--- config.mk ---
export PLATFORM = sky130hd
export DESIGN_NAME = mdu_ctrl
export DESIGN_NICKNAME = d
export VERILOG_FILES = /design/src/rtl/mdu_ctrl.sv
export SDC_FILE = /design/constraint.sdc
export NUM_CORES = 1
export LEC_CHECK = 0
export ABC_CLOCK_PERIOD_IN_PS = 16700
export CORE_AREA = 2 2 200 202
export CTS_BUF_LIST = sky130_fd_sc_hd__clkbuf_16
export DETAILED_ROUTE_END_ITERATION = 8
export DIE_AREA = 0 0 202 204
export GPL_TIMING_DRIVEN = 0
export PLACE_DENSITY = 0.57
export SYNTH_ARGS = -nofsm -noshare
export SYNTH_HDL_FRONTEND = slang
export SYNTH_SLANG_ARGS = --single-unit
--- constraint.sdc ---
create_clock -name clk -period 16.7 [get_ports clk]
set_clock_uncertainty 0.15 [all_clocks]
set_input_delay 3.34 -clock clk [delete_from_list [all_inputs] [get_ports clk]]
set_output_delay 3.34 -clock clk [all_outputs]
set_load 0.02 [all_outputs]
--- src/rtl/mdu_ctrl.sv ---
// RV32M multiply/divide sequencer for the EX stage: 32-cycle shift-add multiply
// or restoring divide on operand magnitudes, then sign fix-up and a held result.
module mdu_ctrl #(
  parameter logic DIV_ZERO_FAST = 1'b1
) (
  input  logic        clk,
  input  logic        reset,
  input  logic        start,
  input  logic [2:0]  op,
  input  logic [31:0] src_a,
  input  logic [31:0] src_b,
  input  logic        kill,
  input  logic        ready_mem,
  output logic        busy,
  output logic        result_valid,
  output logic [31:0] result
);

  typedef enum logic [1:0] {IDLE, CALC, FIXUP, DONE} state_t;
  typedef enum logic [2:0] {
    OP_MUL, OP_MULH, OP_MULHSU, OP_MULHU, OP_DIV, OP_DIVU, OP_REM, OP_REMU
  } op_t;

  state_t      state_q, state_d;
  op_t         op_q;
  logic [4:0]  cnt_q;
  logic        sa_q, sb_q, dz_q, valid_q;
  // hi_q/lo_q: product {hi,lo} when multiplying, remainder R / quotient Q when dividing
  logic [31:0] hi_q, lo_q, b_q, a_raw_q, result_q;

  logic        accept, a_signed, b_signed, is_div;
  logic [31:0] a_mag, b_mag;
  logic [32:0] mul_sum, rem_sh;
  logic        rem_ge;
  logic [31:0] rem_sub;
  logic [63:0] prod, prod_fix;
  logic [31:0] quo_fix, rem_fix, fix_result;

  assign accept   = (state_q == IDLE) && start && !kill;
  assign is_div   = op[2];
  assign a_signed = (!op[2] && (op[1:0] != 2'd3)) || (op[2] && !op[0]);
  assign b_signed = (!op[2] && !op[1])           || (op[2] && !op[0]);
  assign a_mag    = (a_signed && src_a[31]) ? -src_a : src_a;
  assign b_mag    = (b_signed && src_b[31]) ? -src_b : src_b;

  // One iteration of each algorithm; R always stays below |b|, so 32 bits hold it.
  assign mul_sum = {1'b0, hi_q} + (lo_q[0] ? {1'b0, b_q} : 33'd0);
  assign rem_sh  = {hi_q, lo_q[31]};
  assign rem_ge  = rem_sh >= {1'b0, b_q};
  assign rem_sub = rem_sh[31:0] - b_q;

  assign prod     = {hi_q, lo_q};
  assign prod_fix = (sa_q ^ sb_q) ? -prod : prod;
  assign quo_fix  = (sa_q ^ sb_q) ? -lo_q : lo_q;
  assign rem_fix  = sa_q ? -hi_q : hi_q;

  // NOTE: every signal written in an always_comb gets a default first, so no path can infer a latch.
  always_comb begin
    fix_result = prod_fix[63:32];
    case (op_q)
      OP_MUL:          fix_result = prod_fix[31:0];
      OP_DIV, OP_DIVU: fix_result = dz_q ? 32'hFFFF_FFFF : quo_fix;
      OP_REM, OP_REMU: fix_result = dz_q ? a_raw_q : rem_fix;
      default:         fix_result = prod_fix[63:32];
    endcase
  end

  always_comb begin
    state_d = state_q;
    case (state_q)
      IDLE:  if (accept)
               state_d = (DIV_ZERO_FAST && is_div && (src_b == 32'd0)) ? FIXUP : CALC;
      CALC:  if (cnt_q == 5'd31) state_d = FIXUP;
      FIXUP: state_d = DONE;
      DONE:  if (ready_mem) state_d = IDLE;
      default: state_d = IDLE;
    endcase
    if (kill) state_d = IDLE;
  end

  assign busy = accept || (state_q == CALC) || (state_q == FIXUP) ||
                ((state_q == DONE) && !ready_mem);

  // NOTE: sequential state uses non-blocking assignments so every register samples pre-edge values.
  always_ff @(posedge clk or posedge reset) begin
    if (reset) state_q <= IDLE;
    else       state_q <= state_d;
  end

  always_ff @(posedge clk or posedge reset) begin
    if (reset) begin
      op_q     <= OP_MUL;
      cnt_q    <= 5'd0;
      sa_q     <= 1'b0;
      sb_q     <= 1'b0;
      dz_q     <= 1'b0;
      hi_q     <= 32'd0;
      lo_q     <= 32'd0;
      b_q      <= 32'd0;
      a_raw_q  <= 32'd0;
      result_q <= 32'd0;
      valid_q  <= 1'b0;
    end else begin
      valid_q <= (state_d == DONE);
      if (accept) begin
        op_q    <= op_t'(op);
        sa_q    <= a_signed && src_a[31];
        sb_q    <= b_signed && src_b[31];
        dz_q    <= is_div && (src_b == 32'd0);
        hi_q    <= 32'd0;
        lo_q    <= a_mag;
        b_q     <= b_mag;
        a_raw_q <= src_a;
        cnt_q   <= 5'd0;
      end else if (state_q == CALC) begin
        cnt_q <= cnt_q + 5'd1;
        if (op_q[2]) begin
          hi_q <= rem_ge ? rem_sub : rem_sh[31:0];
          lo_q <= {lo_q[30:0], rem_ge};
        end else begin
          hi_q <= mul_sum[32:1];
          lo_q <= {mul_sum[0], lo_q[31:1]};
        end
      end else if ((state_q == FIXUP) && !kill) begin
        result_q <= fix_result;
      end
    end
  end

  assign result_valid = valid_q;
  assign result       = result_q;

endmodule

==> results of run 1 <==
[registers in the layout, summed over array words and instances, names as in the netlist]
| register | flops |
|---|---|
| sb_q | 1 |
| hi_q | 32 |
| state_q | 2 |
| result | 32 |
| sa_q | 1 |
| b_q | 32 |
| dz_q | 1 |
| a_raw_q | 32 |
| cnt_q | 5 |
| result_valid | 1 |
| lo_q | 32 |
| op_q | 3 |
[area by class of cell]
type | count | area share, %
clock inverter | 15 | 1.13
timing repair buffer | 106 | 6.05
buffer | 151 | 3.37
multi-input combinational | 1664 | 57.4
sequential | 174 | 24.4
inverter | 74 | 1.60
clock buffer | 17 | 2.38
tap | 525 | 3.68
[power groups by stage]
stage                     combinational, µW  sequential (µW)  clock, µW
after CTS                              1730              630        468
final                                  1770              634        461
after floorplan                        1220              596          0
after global placement                 1710              637          0
after global routing                   1930              644        483
after detailed placement               1720              637          0
[worst paths after layout]
kind	endpoint	start	slack, ns	cells past startpoint
max	busy	kill	5.59	8
min	result[13]	result[13]	0.33	2
min reg2reg	result[13]	result[13]	0.33	2
max reg2reg	result[24]	lo_q[0]	11.33	12
max in group asynchronous	a_raw_q[23]	reset	12.28	3
min in group asynchronous	b_q[7]	reset	3.12	2
[stage by stage]
stage | hold slack (ns) | cells
after global placement | 0.310 | 2693
after CTS | 0.337 | 2726
after global routing | 0.356 | 2726
after floorplan | 0.290 | 2063
after detailed placement | 0.319 | 2694
final | 0.328 | 2726
[placed cells by master, fill, tap and decap left out, types with 11 or more instances in the layout]
| cell type | n |
|---|---|
| nor2_1 | 190 |
| inv_1 | 72 |
| mux2i_1 | 36 |
| nand2b_1 | 12 |
| clkbuf_16 | 17 |
| nor4_1 | 20 |
| or4_1 | 11 |
| a21oi_1 | 194 |
| a31oi_1 | 13 |
| clkbuf_1 | 134 |
| nand2_1 | 289 |
| xnor2_1 | 101 |
| or3_1 | 25 |
| dfrtp_1 | 174 |
| o211ai_1 | 21 |
| nand3_1 | 36 |
| a211oi_1 | 30 |
| o41ai_1 | 11 |
| o21ai_0 | 218 |
| nor2b_1 | 15 |
| clkdlybuf4s50_1 | 105 |
| xor2_1 | 78 |
| o31ai_1 | 26 |
| ha_1 | 70 |
| and3_1 | 13 |
| nor3_1 | 46 |
| nand4_1 | 14 |
| o21a_1 | 11 |
| a21o_1 | 28 |
[logic make-up (layout without fill, tap and decap cells)]
family,Yosys count,in the layout,share of synthesized area [%]
AO/OA/AOI/OAI,661,661,26.5
XOR/XNOR,179,179,10.1
adder cells (fa/ha/maj),72,72,5.92
buffers and inverters,225,363,5.68
flip-flops,174,174,28.1
multiplexers,40,40,2.62
AND/OR/NAND/NOR,712,712,21.0
[Yosys cell counts (28+ instances only)]
master | instances | area [µm²]
nand2_1 | 289 | 1080
inv_1 | 73 | 274
mux2i_1 | 36 | 360
nor3_1 | 46 | 230
a21o_1 | 28 | 210
ha_1 | 70 | 876
a211oi_1 | 30 | 225
nor2_1 | 190 | 713
dfrtp_1 | 174 | 4350
xnor2_1 | 101 | 885
a21oi_1 | 194 | 971
nand3_1 | 36 | 180
clkbuf_1 | 134 | 503
o21ai_0 | 218 | 1090
xor2_1 | 78 | 683
[worst min-delay path: cells and delay by family, from the launching register on]
| family | cells | cell delay (ns) |
|---|---|---|
| simple gates | 1 | 0.04 |
| compound gates | 1 | 0.06 |
| flops | 1 | 0.34 |
[layer usage]
metal | routed length [µm] | GRT usage, % | up-vias
li1 | - | - | 7585
met1 | 31500 | 49.1 | 8067
met2 | 29000 | 49.8 | 812
met3 | 6480 | 7.37 | 83
met4 | 1490 | 9.35 | 0
met5 | 0 | 0 | -
==> results.sh, run 1 <==
export IMPL_status="completed"
export IMPL_grt_overflow=0
export IMPL_maxSlewHeadroom_pct=4.10
export IMPL_grt_max_degree=101
export IMPL_vdd_drop_max_v=0.0000855
export IMPL_path_buf_inv=6
export IMPL_core_area_mm2=0.0392
export IMPL_final_util_pct=45.5
export IMPL_htreeDepth=4
export IMPL_cts_root_buf="clkbuf_16"
export IMPL_combPwrFrac_pct=61.8
export IMPL_cellPowerDensity_mw_per_mm2=161
export IMPL_setup_viol=0
export IMPL_cts_buffers=17
export IMPL_cts_max_path_buffers=2
export IMPL_tns_ns=0
export IMPL_vias=16500
export IMPL_boundaryPins=106
export IMPL_grt_antenna_before_repair=3
export IMPL_clkTransAtPathRegs_ns=0.07
export IMPL_p_leak_uw=0.00735
export IMPL_crit_arrival_ns=7.62
export IMPL_power_uw=2860
export IMPL_swShare_pct=50.9
export IMPL_stdcell_area_mm2=0.0178
export IMPL_finalHoldViolCount=0
export IMPL_p_clk_share_pct=16.1
export IMPL_cts_sinks=174
export IMPL_numPortBuffers=105
export IMPL_wirelength_um=68500
export IMPL_path_class="input port to output pin"
export IMPL_pre_cts_ws_ns=5.77
export IMPL_wire_per_inst_um=25.1
export IMPL_synth_enable_flop_cells=0
export IMPL_rows=73
export IMPL_area_growth_synth_to_final_pct=15.3
export IMPL_p_int_uw=1410
export IMPL_grt_pass1_wl_um=103000
export IMPL_route_detailed_drc=0
export IMPL_synthesis_area_mm2=0.0155
export IMPL_syn_area_per_cell_um2=7.50
export IMPL_worstSkewPairLatency_ns=0.52
export IMPL_worst_pin_slew_ns=1.40
export IMPL_initial_core_util_pct=39.5
export IMPL_final_nets=2332
export IMPL_ys_ff_latch=174
export IMPL_rsz0062_at_grt="no"
export IMPL_drt_iter0_drc=1990
export IMPL_drive_above_1_share_pct=3.45
export IMPL_worstPathRequired_ns=13.21
export IMPL_fin_crit_ns=11.11
export IMPL_hold_path_class="flop to flop"
export IMPL_antennaDiodeCount=0
export IMPL_ys_seq_area_share_pct=28.1
export IMPL_grtUsageTotal_pct=33.7
export IMPL_postPlaceCellArea_mm2=0.0172
export IMPL_yosys_cell_types_count=80
export IMPL_critPathMaxStageDelay_ns=0.90
export IMPL_dieArea_mm2=0.0412
export IMPL_synthFlopType="dfrtp_1"
export IMPL_syn_nets=2207
export IMPL_cp_slowest_cell="clkbuf_1"
export IMPL_die_width_um=202
export IMPL_switchingPower_uw=1460
export IMPL_place_gp_congestion=0.992
export IMPL_cts_resized=0
export IMPL_fin_crit_sh_pct=66.5
export IMPL_fillers=4042
export IMPL_crit_path_max_fanout=10
export IMPL_drv_cap=0
export IMPL_cpMostUsedCell="clkbuf_1"
export IMPL_grt_pass1_vias=15800
export IMPL_synth_cells=2063
export IMPL_yosysWarningCount=0
export IMPL_viasPerCell=6.07
export IMPL_dp_hpwl_um=53300
export IMPL_post_cts_buffers=0
export IMPL_setup_ws_ns=5.59
export IMPL_multi_input_area_mm2=0.0102
export IMPL_seqCellArea_mm2=0.00435
export IMPL_antenna_left=0
export IMPL_async_reset_ff_share_pct=100
export IMPL_cts_hold_buf=0
export IMPL_cts_tree="done"
export IMPL_cp_end_kind="output pin"
export IMPL_dr_pass1_iters=7
export IMPL_cp_top_family="buffers and inverters"
export IMPL_die_h_um=204
export IMPL_cp_start_kind="input port"
export IMPL_finalMaxSlewViolations=0
export IMPL_fmax_ghz=0.0900
export IMPL_cp_cell_sequence="clkdlybuf4s50_1 -> or4b_2 -> clkbuf_1 -> clkbuf_1 -> clkbuf_1 -> clkbuf_1 -> nand2_1 -> clkdlybuf4s50_1"
export IMPL_pwr_share_seq_pct=22.1
Power figures use the tool's default switching activity.
==> run 2, diff against run 1 <==
ABC_CLOCK_PERIOD_IN_PS = 11350   (was 16700)
clock period = 11.35 ns   (was 16.7 ns; I/O delays follow)
==> results of run 2 <==
Same layout as run 1 (identical final DEF). Status: completed.
Main changes from that run: setup slack after placement 5.77 ns -> 2.56 ns; setup slack after layout 5.59 ns -> 2.38 ns; register-to-register setup slack 11.33 ns -> 5.98 ns; total power 2860 µW -> 4220 µW; worst IR drop on VDD 0.0000855 V -> 0.000126 V
